File: src/rtl/pipe_pkg.sv
// Shared pipeline definitions: bubble word, register-field slices,
// forwarding-select encodings and the hazard controller state type.
package pipe_pkg;

  localparam logic [31:0] BUBBLE_INST = 32'hFF00_0000;

  localparam int RS_MSB = 25;
  localparam int RS_LSB = 21;
  localparam int RT_MSB = 20;
  localparam int RT_LSB = 16;

  typedef enum logic [1:0] {
    FWD_RF  = 2'b00,
    FWD_WB  = 2'b01,
    FWD_MEM = 2'b10
  } fwd_e;

  typedef enum logic [1:0] {
    S_RUN     = 2'b00,
    S_MEMWAIT = 2'b01,
    S_ERR     = 2'b10
  } state_e;

  function automatic logic [4:0] get_rs(input logic [31:0] inst);
    return inst[RS_MSB:RS_LSB];
  endfunction

  function automatic logic [4:0] get_rt(input logic [31:0] inst);
    return inst[RT_MSB:RT_LSB];
  endfunction

endpackage

File: src/rtl/fwd_sel.sv
// Forwarding compare for one EX source operand. The youngest producer
// (EX/MEM) wins over MEM/WB; register 0 and bubbles never forward.
module fwd_sel
  import pipe_pkg::*;
(
  input  logic       src_valid,
  input  logic [4:0] src,
  input  logic       mem_regwrite,
  input  logic [4:0] mem_regdst,
  input  logic       wb_regwrite,
  input  logic [4:0] wb_regdst,
  output fwd_e       sel
);

  // Priority compare of the operand against the two in-flight producers
  always_comb begin
    // NOTE: assigning a default before any branch keeps this block purely
    // combinational; a path that leaves sel unassigned would infer a latch.
    sel = FWD_RF;
    if (src_valid && (src != 5'd0)) begin
      if (mem_regwrite && (mem_regdst == src)) begin
        sel = FWD_MEM;
      end else if (wb_regwrite && (wb_regdst == src)) begin
        sel = FWD_WB;
      end
    end
  end

endmodule

File: src/rtl/hazard_ctrl.sv
// Pipeline hazard controller: operand forwarding, load-use stall,
// branch flush, data-memory wait FSM with timeout, and saturating
// stall/flush performance counters.
module hazard_ctrl
  import pipe_pkg::*;
#(
  parameter int unsigned TIMEOUT = 64,
  parameter int unsigned CNT_W   = 16
) (
  input  logic             clk,
  input  logic             rst_n,
  input  logic [31:0]      id_inst,
  input  logic [31:0]      ex_inst,
  input  logic             ex_memread,
  input  logic [4:0]       ex_regdst,
  input  logic             mem_regwrite,
  input  logic [4:0]       mem_regdst,
  input  logic             mem_req,
  input  logic             wb_regwrite,
  input  logic [4:0]       wb_regdst,
  input  logic             branch_taken,
  input  logic             dmem_ready,
  output logic             pc_en,
  output logic             ifid_en,
  output logic             idex_en,
  output logic             exmem_en,
  output logic             ifid_flush,
  output logic             idex_flush,
  output logic             exmem_flush,
  output logic             memwb_flush,
  output logic [1:0]       fwd_a,
  output logic [1:0]       fwd_b,
  output logic             err,
  output logic [CNT_W-1:0] stall_cnt,
  output logic [CNT_W-1:0] flush_cnt
);

  localparam logic [15:0] WAIT_LAST = 16'(TIMEOUT - 1);

  state_e      state;
  logic [15:0] wait_cnt;
  fwd_e        sel_a;
  fwd_e        sel_b;
  logic        ex_valid;
  logic        id_valid;
  logic        load_use;
  logic        mem_wait;
  logic        branch_flush;

  assign ex_valid = (ex_inst != BUBBLE_INST);
  assign id_valid = (id_inst != BUBBLE_INST);

  fwd_sel u_fwd_rs (
    .src_valid    (ex_valid),
    .src          (get_rs(ex_inst)),
    .mem_regwrite (mem_regwrite),
    .mem_regdst   (mem_regdst),
    .wb_regwrite  (wb_regwrite),
    .wb_regdst    (wb_regdst),
    .sel          (sel_a)
  );

  fwd_sel u_fwd_rt (
    .src_valid    (ex_valid),
    .src          (get_rt(ex_inst)),
    .mem_regwrite (mem_regwrite),
    .mem_regdst   (mem_regdst),
    .wb_regwrite  (wb_regwrite),
    .wb_regdst    (wb_regdst),
    .sel          (sel_b)
  );

  assign fwd_a = rst_n ? sel_a : FWD_RF;
  assign fwd_b = rst_n ? sel_b : FWD_RF;

  assign load_use = ex_memread && (ex_regdst != 5'd0) && id_valid &&
                    ((ex_regdst == get_rs(id_inst)) || (ex_regdst == get_rt(id_inst)));

  // The first missed cycle in RUN already counts as a wait cycle
  assign mem_wait = ((state == S_RUN) && mem_req && !dmem_ready) ||
                    ((state == S_MEMWAIT) && !dmem_ready);

  assign branch_flush = rst_n && (state != S_ERR) && !mem_wait && branch_taken;

  // Stage enables and flushes by priority: reset, ERR, wait, branch, load-use
  always_comb begin
    pc_en       = 1'b1;
    ifid_en     = 1'b1;
    idex_en     = 1'b1;
    exmem_en    = 1'b1;
    ifid_flush  = 1'b0;
    idex_flush  = 1'b0;
    exmem_flush = 1'b0;
    memwb_flush = 1'b0;
    if (!rst_n) begin
      {pc_en, ifid_en, idex_en, exmem_en}                  = 4'b0000;
      {ifid_flush, idex_flush, exmem_flush, memwb_flush}   = 4'b1111;
    end else if (state == S_ERR) begin
      {pc_en, ifid_en, idex_en, exmem_en} = 4'b0000;
    end else if (mem_wait) begin
      {pc_en, ifid_en, idex_en, exmem_en} = 4'b0000;
      memwb_flush = 1'b1;
    end else if (branch_flush) begin
      ifid_flush  = 1'b1;
      idex_flush  = 1'b1;
      exmem_flush = 1'b1;
    end else if (load_use) begin
      pc_en      = 1'b0;
      ifid_en    = 1'b0;
      idex_flush = 1'b1;
    end
  end

  // Memory-wait FSM with timeout; err is sticky until reset
  always_ff @(posedge clk or negedge rst_n) begin
    if (!rst_n) begin
      state    <= S_RUN;
      wait_cnt <= 16'd0;
      err      <= 1'b0;
    end else begin
      // NOTE: non-blocking assignments make every register here sample the
      // pre-edge values, so the order of statements does not change behaviour.
      case (state)
        S_RUN: begin
          if (mem_req && !dmem_ready) begin
            if (TIMEOUT == 1) begin
              state <= S_ERR;
              err   <= 1'b1;
            end else begin
              state    <= S_MEMWAIT;
              wait_cnt <= 16'd1;
            end
          end
        end
        S_MEMWAIT: begin
          if (dmem_ready) begin
            state <= S_RUN;
          end else if (wait_cnt >= WAIT_LAST) begin
            state <= S_ERR;
            err   <= 1'b1;
          end else begin
            wait_cnt <= wait_cnt + 16'd1;
          end
        end
        default: begin
          state <= S_ERR;
          err   <= 1'b1;
        end
      endcase
    end
  end

  // Saturating performance counters
  always_ff @(posedge clk or negedge rst_n) begin
    if (!rst_n) begin
      stall_cnt <= '0;
      flush_cnt <= '0;
    end else begin
      if ((state != S_ERR) && !pc_en && (stall_cnt != '1)) begin
        stall_cnt <= stall_cnt + 1'b1;
      end
      if (branch_flush && (flush_cnt != '1)) begin
        flush_cnt <= flush_cnt + 1'b1;
      end
    end
  end

endmodule

File: config.mk
export PLATFORM = sky130hd
export DESIGN_NAME = hazard_ctrl
export DESIGN_NICKNAME = d
export VERILOG_FILES = /design/src/rtl/pipe_pkg.sv /design/src/rtl/fwd_sel.sv /design/src/rtl/hazard_ctrl.sv
export SDC_FILE = /design/constraint.sdc
export NUM_CORES = 1
export LEC_CHECK = 0
export ABC_AREA = 1
export BUFFER_PORTS_ARGS = -buffer_cell sky130_fd_sc_hd__buf_2
export CAP_MARGIN = 0
export CORE_UTILIZATION = 45
export DETAILED_ROUTE_END_ITERATION = 8
export PLACE_DENSITY = 0.78
export REMOVE_ABC_BUFFERS = 1
export SYNTH_ARGS = -nofsm -noshare
export SYNTH_HDL_FRONTEND = slang
export SYNTH_SLANG_ARGS = --single-unit
File: constraint.sdc
create_clock -name clk -period 1.55 [get_ports clk]
set_input_delay 0.2325 -clock clk [delete_from_list [all_inputs] [get_ports clk]]
set_output_delay 0.2325 -clock clk [all_outputs]
set_load 0.01 [all_outputs]
# Yosys cells after proc, flatten, opt, wreduce, memory -nomap -nowiden
# Cells that the tools add are included.
# W data, S select, Z words.
totals:
  reg_bits: 51
  latch_bits: 0
  ram_bits: 0
  mem_bits_ro: 0
  output_inout_bits: 45
  mem_count: 0
classes:
  addsub: 3
  mul: 0
  n_div: 0
  magnitude_cmp: 1
  n_eq_ne: 18
  shift: 0
  mux: 39
  bitwise: 1
  reduce_logical: 32
ops:
  columns: ["operator", "count"]
  rows:
  - ["$ne A32 B32 Y1 const B", 2]
  - ["$add A16 B1 Y16 const B", 3]
  - ["$mux W16", 3]
  - ["$ne A16 B16 Y1 const B", 2]
  - ["$pmux W16 S2", 1]
  - ["$eq A5 B5 Y1", 6]
  - ["$mux W1", 24]
  - ["$logic_and A1 B1 Y1", 19]
  - ["$mux W2", 9]
  - ["$ge A16 B6 Y1 const B", 1]
  - ["$reduce_bool A5 Y1", 3]
  - ["$ne A2 B2 Y1 const B", 3]
  - ["$ne A2 B1 Y1 const B", 2]
  - ["$pmux W2 S2", 1]
  - ["$reduce_and A4 Y1", 1]
  - ["$logic_not A1 Y1", 3]
  - ["$ne A3 B2 Y1 const B", 1]
  - ["$reduce_and A3 Y1", 1]
  - ["$eq A2 B1 Y1 const B", 1]
  - ["$eq A2 B2 Y1 const B", 1]
  - ["$logic_not A2 Y1", 1]
  - ["$logic_or A1 B1 Y1", 2]
  - ["$pmux W1 S2", 1]
  - ["$reduce_and A2 Y1", 1]
  - ["other kinds (2)", 2]

# Longest topological paths before layout
# Gate-level depths: netlist (run 1).
logic_depth:
  depth_word: 14
  mapped_depth: 13
  depth_no_buf: 12

# By module
# From an unflattened synthesis (run 1), not the netlist that was laid out.
unflattened:
  hier_cells: 539
  hier_area_um2: 3636.0
modules_own_cells:
  columns: ["mod", "n_inst", "cells_per_inst", "area_each_um2", "seq_area_each_um2"]
  rows:
  - ["hazard_ctrl", 1, 431, 3200.6, 1276.2]
  - ["fwd_sel", 2, 54, 217.7, 0.0]

# Least setup slack after synthesis (run 1)
# OpenSTA, ideal clock, no wires.
synth_timing:
  path_kind: "flip-flop to output port"
  from: "reg state[1]"
  to: "out pc_en"
  arrival_ps: 1464
  required_time_ps: 1317
  slack_ps: -147
  path_stages_with_launch: 11
  cell_sequence: "dfrtp_1 nor2_1 nand3_2 nand2_2 nor2_4 nand2_2 clkinv_2 nand2_4 buf_4 inv_1 buf_4"
synth_via:
  elab_chain_len: 11
  elab_cells_between_ends: 16
  cone_classes: "eq/ne: 3; mux: 4; reduce/logical: 9"
synth_rtl:
  columns: ["element", "line_no", "source"]
  rows:
  - ["start, declared", "hazard_ctrl.sv:40", "state_e state;"]
  - ["start signal, assigned", "hazard_ctrl.sv:117", "state <= S_RUN;"]
  - ["start signal, assigned", "hazard_ctrl.sv:127", "state <= S_ERR;"]
  - ["start signal, assigned", "hazard_ctrl.sv:130", "state <= S_MEMWAIT;"]
  - ["$logic_not A2 Y1", "hazard_ctrl.sv:80", "assign mem_wait = ((state == S_RUN) && mem_req && !dmem_ready) ||"]
  - ["$logic_and A1 B1 Y1 (2 in series)", "hazard_ctrl.sv:80", null]
  - ["$logic_or A1 B1 Y1", "hazard_ctrl.sv:80", null]
  - ["$logic_not A1 Y1", "hazard_ctrl.sv:83", "assign branch_flush = rst_n && (state != S_ERR) && !mem_wait && branch_taken;"]
  - ["$logic_and A1 B1 Y1 (2 in series)", "hazard_ctrl.sv:83", null]
  - ["$mux W1 (2 in series)", null, null]
  - ["$mux W1 (*) (2 in series)", null, null]
  - ["end, declared", "hazard_ctrl.sv:23", "output logic pc_en,"]
# Mark *: on every way between the ends. The rest lies on a longest branch, timed or not.

# Worst setup path after layout (run 1)
layout_timing:
  from: "reg state[1]"
  to: "out idex_flush"
layout_via:
  elab_chain_len: 11
  elab_cells_between_ends: 16
  cone_classes: "eq/ne: 3; mux: 4; reduce/logical: 9"
layout_rtl:
  columns: ["element", "line_no", "source"]
  rows:
  - ["$logic_not A2 Y1", "hazard_ctrl.sv:80", null]
  - ["$logic_and A1 B1 Y1 (2 in series)", "hazard_ctrl.sv:80", null]
  - ["$logic_or A1 B1 Y1", "hazard_ctrl.sv:80", null]
  - ["$logic_not A1 Y1", "hazard_ctrl.sv:83", null]
  - ["$logic_and A1 B1 Y1 (2 in series)", "hazard_ctrl.sv:83", null]
  - ["$mux W1", "hazard_ctrl.sv:103", "end else if (branch_flush) begin"]
  - ["$mux W1", "hazard_ctrl.sv:100", "end else if (mem_wait) begin"]
  - ["$mux W1 (*)", "hazard_ctrl.sv:98", "end else if (state == S_ERR) begin"]
  - ["$mux W1 (*)", "hazard_ctrl.sv:95", "if (!rst_n) begin"]
  - ["end, declared", "hazard_ctrl.sv:28", "output logic idex_flush,"]
# Marked as above.

==> results of run 1 <==
==> flip-flops by register name (all words and copies together), names as in the netlist <==
name       flops
err            1
flush_cnt     16
stall_cnt     16
state          2
wait_cnt      16
==> per-layer routing <==
layer / vias up / global-route usage (%) / wire length, µm
met3: 13 / 3.42 / 417
met5: - / 0 / 0
li1: 1892 / - / -
met4: 0 / 7.50 / 137
met2: 115 / 42.7 / 4960
met1: 1785 / 29.8 / 4160
==> stage by stage <==
stage	setup slack, ns	cells
floorplan	-0.0892	461
global placement	-0.0142	734
detailed placement	-0.0723	734
CTS	-0.283	751
global route	-0.363	752
finish	-0.287	752
==> worst max-delay path, stage by stage (launching register included) <==
cell and delay (ns):
dfrtp_1 0.43, nor2_2 0.14, nand3_2 0.12, nand2_4 0.09
nor2_4 0.05, nand3_2 0.09, nand2_2 0.07, a31o_4 0.21
buf_6 0.12
==> where the power goes <==
part / internal [mW] / switching (mW) / leakage [nW]
combinational: 0.163 / 0.175 / 1.95
clock: 0.474 / 0.436 / 0.0513
sequential: 1.33 / 0 / 0.634
total: 1.97 / 0.611 / 2.64
==> final timing paths <==
path                                      end  slack (ns)  cells past startpoint
worst max-delay path               idex_flush       -0.29                      8
worst min-delay path            flush_cnt[11]        0.18                      2
worst max register to register   flush_cnt[5]       -0.23                     12
worst min register to register            err        0.48                      1
max in group asynchronous       flush_cnt[13]        0.79                      3
min in group clk                  wait_cnt[1]        0.34                      5
==> synth_stat cells (all sizes together) (2+ instances only) <==
master / instances / area (µm²)
nand2: 136 / 528
nor2: 79 / 332
dfrtp: 51 / 1280
inv: 43 / 161
nand3: 33 / 223
xor2: 28 / 245
nand4: 25 / 156
xnor2: 17 / 149
buf: 8 / 62.6
nor3: 8 / 40.0
o21ai: 8 / 43.8
nor4: 7 / 43.8
a21oi: 5 / 25.0
o22ai: 4 / 25.0
or2: 4 / 25.0
ha: 3 / 37.5
a211oi: 2 / 15.0
clkinv: 2 / 8.75
==> logic make-up after synthesis <==
group | share of synthesized area, %
and+or+nand+nor | 39.7
buffers and inverters | 6.86
DFF | 37.0
xor gates and xnor gates | 11.4
AOI/OAI and AO/OA | 3.92
adders and majority gates | 1.09
==> repair_timing <==
item,in CTS,in global routing
hold endpoints to repair,4,0
hold buffers,4,0
pin swaps,7,20
endpoints found under the setup margin,32,48
buffers inserted,5,1
gates cloned,1,0
resized for setup,41,38
==> layout make-up <==
type / instances / area (µm²) / area share [%]
Clock inverter: 1 / 30.0 / 0.603
Sequential cell: 51 / 1280 / 25.6
Inverter: 45 / 184 / 3.69
Tap cell: 99 / 124 / 2.49
Multi-Input combinational cell: 366 / 2120 / 42.6
Clock buffer: 6 / 72.6 / 1.46
Timing Repair Buffer: 184 / 1170 / 23.6
==> metrics.md, run 1 <==
| Metric | Value |
|---|---|
| Layout cells sized above 1 | `a little under two fifths` |
| Worst setup startpoint | `state[1]` |
| Die X | `about 90 µm` |
| Status | `finished, violations left` |
| Normalized max-slew margin | `between 60% and 70%` |
| Antenna diodes | `0` |
| Residual DRC | `0` |
| GP Congestion | `0.891` |
| Htree depth | `2` |
| Die area | `about 8000 µm²` |
| CP endpoint kind | `output port` |
| Routed vias/inst | `~5` |
| Count of final setup violators | `40` |
| Sequential share of the synthesized area | `a little under two fifths` |
| CTS Buffer Depth | `2` |
| ANT nets after route | `0` |
| Commonest non-fill, non-tap cell in the layout | `buf_2` |
| Clock latency on the worst-skew pair | `between 0.3 and 0.4 ns` |
| Design area | `between 4000 and 5000 µm²` |
| Syn Area/Cell | `approximately 7.3 µm²` |
| Post-synth top flop | `dfrtp_1` |
| Final nets | `around 740` |
| Final setup margin | `-0.287 ns` |
| Total chip power | `approximately 2.6 mW` |
| Share of flip-flops with an asynchronous set or reset | `100%` |
| IO Port Bufs | `between 100 and 150` |
| CP Data Arrival Time | `1.60 ns` |
| Final slew viol count | `0` |
| Mapped Area | `3450 µm²` |
| Final Hold Viols | `0` |
| Worst-Margin Slew | `0.519 ns` |
| Number of flops mapped to enable cells by yosys | `0` |
| Drt first-iter violations | `around 140` |
| Area delta synth->final | `44.5%` |
| Overflow after GRT | `0` |
| Max frequency | `544 MHz` |
| YS warnings | `0` |
| FF+latch count, synth | `51` |
| Fin util | `approximately 68%` |
| Min Clock Period, post-route | `~1.8 ns` |
| Pwr dens | `between 500 and 600 nW/µm²` |
| CTS Root Cell | `clkbuf_8` |
| Cell area after placement | `roughly 4500 µm²` |
| DP HPWL | `roughly 7.1 mm` |
| WL/cell | `between 10 and 15 µm` |
| Worst-path fanout max | `3` |
| Worst setup path class | `flip-flop to output port` |
| Failing checks | `negative setup slack` |
| Pre-antenna DRT Iters | `6` |
| CP Launch Type | `flip-flop` |
| Tcrit/Tclk final | `119%` |
| Leak pwr | `~2.6 nW` |
| TritonCTS Buffers | `5` |
| Ports | `132` |
| DRT Wirelength | `roughly 9.7 mm` |
| Netlist cell types | `37` |
| Initial Utilization | `47.0%` |
| Fillers | `624` |
| Clock sink count | `51` |
| Reg2reg start | `state[0]` |
| Row count | `31` |
| Final TNS setup | `-5.87 ns` |
| RSZ-0062 raised after global routing | `yes` |
| Final Skew | `between 0.01 and 0.015 ns` |
| Reg clk slew, reported paths | `about 0.10 ns` |
| Core area | `~7300 µm²` |
| Vias | `3805` |
| Initial antenna violation count | `0` |
| Crit path required time | `1.32 ns` |
| CTS tree | `built` |
| HP Class | `input pin to async pin` |
| Vias in the first global route | `between 3000 and 4000` |
| Total GRT Usage | `a little under a quarter` |
| Hold Worst Slack | `0.179 ns` |
| VDD IR max | `0.391 mV` |
| First-pass GRT wire length | `between 10 and 15 mm` |
| Commonest cells after routing, fill and taps aside | `buf_2, nand2_1, nor2_1` |
| Max-cap violations | `0` |
| Gate count of the mapped netlist | `470` |
| Largest net degree at the start of global routing | `42` |
| Die Ht | `between 80 and 90 µm` |
Note: power is estimated with default switching activity, not from simulation.
==> run 2: changes to the inputs <==
--- a/config.mk
+++ b/config.mk
@@ -5,13 +5,14 @@
 export SDC_FILE = /design/constraint.sdc
 export NUM_CORES = 1
 export LEC_CHECK = 0
-export ABC_AREA = 1
 export BUFFER_PORTS_ARGS = -buffer_cell sky130_fd_sc_hd__buf_2
 export CAP_MARGIN = 0
-export CORE_UTILIZATION = 45
+export CORE_UTILIZATION = 44
+export CTS_BUF_LIST = sky130_fd_sc_hd__clkbuf_8
 export DETAILED_ROUTE_END_ITERATION = 8
-export PLACE_DENSITY = 0.78
+export PLACE_DENSITY = 0.79
 export REMOVE_ABC_BUFFERS = 1
+export SLEW_MARGIN = 30
 export SYNTH_ARGS = -nofsm -noshare
 export SYNTH_HDL_FRONTEND = slang
 export SYNTH_SLANG_ARGS = --single-unit
==> run 2 against run 1 <==
The run ends with design-rule violations, negative setup slack left; clock power increased by 9.7%; cell area increased by 8.6%; critical path depth decreased by 1; via count decreased by 1.9%; register-to-register slack got worse by 0.24 ns; fmax decreased by 19%; synthesized area decreased by 14%; sequential power increased by 28%; global-route usage increased by 6.5 points; critical endpoint unchanged; largest power group is now combinational logic; highest routed layer unchanged.
==> metrics.md, run 2 <==
| Metric | Value |
|---|---|
| Final Hold Viols | `0 (unchanged)` |
| WL/cell | `21.2 µm (+65%)` |
| Synth top area share | `42.8% (+5.8 points)` |
| Flop-to-flop setup slack | `-0.47 ns (-0.24 ns)` |
| Layout cells sized above 1 | `60.9% (+23 points)` |
| CP Cell Sequence | `buf_2, or4_4, or4_4, nor2_2, nor3_1, a31o_1, buf_2` |
| CP endpoint kind | `output port` |
| CTS Buffer Depth | `2 (unchanged)` |
| Total GRT Usage | `30.4% (+6.5 points)` |
| Clock power frac | `18.3% (-17 points)` |
| Post-synth top flop | `dfrtp_1` |
| FF-to-FF End | `wait_cnt[7]` |
| Slowest stage delay, CP | `0.59 ns (+0.16 ns)` |
| CP max-delay cell | `or4_4` |
| DRT Wirelength | `13.5 mm (+39%)` |
| Ports | `132 (unchanged)` |
| Max frequency | `443 MHz (-19%)` |
| Sw Pwr | `1.97 mW (+220%)` |
| Final nets | `646 (-13%)` |
| FF+latch count, synth | `51 (unchanged)` |
| Commonest cells after routing, fill and taps aside | `buf_2, buf_4, dfrtp_1` |
| Most numerous cell in the Yosys netlist | `dfrtp_1` |
| Clock sink count | `51 (unchanged)` |
| ANT nets after route | `0 (unchanged)` |
| Overflow after GRT | `0 (unchanged)` |
| Worst-path fanout max | `2 (-1)` |
| Commonest non-fill, non-tap cell in the layout | `buf_2` |
| Post-synthesis adder-cell area fraction | `1.26% (+0.17 points)` |
| Normalized max-slew margin | `61.3% (-4.1 points)` |
| WP buf/inv | `2 (+1)` |
| Die Ht | `84.3 µm (-5.8%)` |
| Final slew viol count | `0 (unchanged)` |
| Crit path required time | `1.32 ns (about the same)` |
| Min Clock Period, post-route | `2.26 ns (+0.422 ns)` |
| Placed Cells incl. Taps | `594 (-19%)` |
| Share of flip-flops with an asynchronous set or reset | `100% (unchanged)` |
| Max-cap violations | `0 (unchanged)` |
| Vias in the first global route | `3679 (+6.5%)` |
| Residual DRC | `6 (+6)` |
| CTS tree | `built` |
| YS warnings | `0 (unchanged)` |
| Status | `finished, violations left` |
| Vias | `3733 (-1.9%)` |
| Pwr dens | `1010 nW/µm² (+95%)` |
| CTS Root Cell | `clkbuf_8` |
| Area leader, netlist | `dfrtp_1` |
| TritonCTS Buffers | `5 (unchanged)` |
| CP Launch Type | `input pin` |
| Worst setup path class | `input pin to output port` |
| Mux share of post-synthesis cell area | `1.76% (+1.8 points)` |
| Leak pwr | `2.68 nW (+1.5%)` |
| Flop pwr share | `31.1% (-21 points)` |
| Comb power frac | `50.6% (+38 points)` |
| Number of flops mapped to enable cells by yosys | `0 (unchanged)` |
| Delay-heaviest family, CP | `simple AND/OR/NAND/NOR gates` |
| Netlist cell types | `54 (+46%)` |
| Die area | `7110 µm² (-11%)` |
| Reg clk slew, reported paths | `0.10 ns (about the same)` |
| Largest net degree at the start of global routing | `24 (-43%)` |
| DP HPWL | `6.64 mm (-6.9%)` |
| Clock latency on the worst-skew pair | `0.32 ns (about the same)` |
| Row count | `29 (-6.5%)` |
| Tcrit/Tclk final | `146% (+27 points)` |
| RSZ-0062 raised after global routing | `yes` |
| Cell-internal power | `3.48 mW (+77%)` |
| Syn Area/Cell | `9.84 µm² (+34%)` |
| HP Class | `input pin to async pin` |
| Post-synthesis compound-gate area fraction | `7.89% (+4.0 points)` |
| Synth top cells by count | `dfrtp_1, xor2_1, xnor2_1, nor2_1, nand2_1` |
| IO Port Bufs | `131 (unchanged)` |
| Mapped Area | `2980 µm² (-14%)` |
| Area delta synth->final | `81.5%` |
| Pre-antenna DRT Iters | `7 (+1)` |
| Die X | `84.3 µm (-5.8%)` |
| Initial Utilization | `46.2% (-0.86 points)` |
| Synth Area in Simple Gates | `26.3% (-13 points)` |
| Core area | `6460 µm² (-12%)` |
| Main combinational cell family by area after synthesis | `simple AND/OR/NAND/NOR gates` |
| Reg2reg path depth | `7 (-5)` |
| First-pass GRT wire length | `17.0 mm (+14%)` |
| Final Skew | `0.0108 ns (-0.000237 ns)` |
| Cell count along the critical path | `7 (-1)` |
| VDD IR max | `0.829 mV (+110%)` |
| Failing checks | `design-rule violations, negative setup slack` |
| Drt first-iter violations | `245 (+76%)` |
| CP Data Arrival Time | `2.03 ns (+0.43 ns)` |
| GP Congestion | `0.845 (-5.2%)` |
| Post-Layout Cell Count | `635 (-16%)` |
| Routed vias/inst | `5.88 (+16%)` |
| Ranking of synthesized cells by area | `dfrtp_1, xor2_1, xnor2_1, nand4_1, nor4_1` |
| Sw Share | `36.2% (+12 points)` |
| Reg2reg start | `wait_cnt[12]` |
| Initial antenna violation count | `1 (+1)` |
| Post-Synth XOR/XNOR Area | `17.3% (+5.9 points)` |
| Gate count of the mapped netlist | `303 (-36%)` |
| Count of final setup violators | `53 (+33%)` |
| Biggest regs | `flush_cnt (16), stall_cnt (16), wait_cnt (16)` |
| Sequential share of the synthesized area | `42.8% (+5.8 points)` |
| Final setup margin | `-0.710 ns (-0.422 ns)` |
| Hold Worst Slack | `0.137 ns (-0.0426 ns)` |
| Htree depth | `2 (unchanged)` |
| Worst-Margin Slew | `0.581 ns (+0.0620 ns)` |
run 2: changes by cell type after synthesis, moves of 9 or more:
cell     before  now
nand4_1      25   14
inv_1        42    9
nand3_1      26   17
nand2_1     131   20
nor2_1       73   23
run 2: cells by family (layout without fill, tap and decap cells):
kind of cell / after synthesis / count (layout)
flip-flops: 51 / 51
buffers and inverters: 16 / 270
multiplexers: 4 / 4
AND/OR/NAND/NOR: 140 / 140
adder cells (fa/ha/maj): 3 / 3
other: 0 / 1
AO/OA/AOI/OAI: 30 / 30
XOR/XNOR: 59 / 59
run 2: worst max path at each step:
stage,start,to,slack (ns)
after CTS,id_inst[21],idex_flush,-0.63
after floorplan,state[0],wait_cnt[5],-0.68
after global placement,id_inst[16],stall_cnt[4],-0.84
after detailed placement,id_inst[17],stall_cnt[8],-0.90
final,id_inst[18],idex_flush,-0.71
after global routing,id_inst[19],idex_flush,-0.75
run 2: area by class of cell:
cell class | instances | area, µm²
Multi-Input combinational cell | 236 | 2090
Timing Repair Buffer | 253 | 1790
Sequential cell | 51 | 1280
Fill cell | 316 | 1050
Tap cell | 77 | 96.3
Clock buffer | 6 | 82.6
Inverter | 9 | 36.3
Clock inverter | 2 | 35.0
Antenna cell | 1 | 2.50
run 2: metal layers:
metal	vias to the layer above	global-route usage (%)	share of wire, %
li1	1583	-	-
met1	1765	31.8	34
met2	297	58.3	52
met3	88	5.21	7.7
met4	0	15.4	6.8
met5	-	0	0
run 2: metrics by stage:
stage               setup WS, ns  area, µm²  setup TNS, ns  total power, mW  utilization [%]
floorplan                 -0.679       2940         -14.18             2.48                -
global placement          -0.840       4360         -15.66             3.47             67.6
detailed placement        -0.900       4360         -17.59             3.55             67.6
CTS                       -0.635       5050         -13.24             5.00             78.2
global route              -0.750       5410         -21.44             5.63             83.8
finish                    -0.710       5410         -19.62             5.45             83.8
run 2: repair_timing:
item	in CTS	in global routing
pin swaps	45	36
hold buffers	1	0
endpoints found under the hold margin	28	0
buffers inserted	21	14
resized for setup	87	61
setup endpoints to repair	50	53
run 2: power by group through the flow:
stage,logic (mW),clock network (mW),registers (mW)
floorplan,0.628,0,1.85
global placement,1.79,0,1.68
detailed placement,1.85,0,1.70
CTS,2.34,0.983,1.68
global route,2.89,1.03,1.70
finish,2.76,0.998,1.70
run 2: worst min-delay path, stage by stage:
cell,delay [ns]
buf_2,0.16
clkbuf_2,0.22
buf_12,0.19
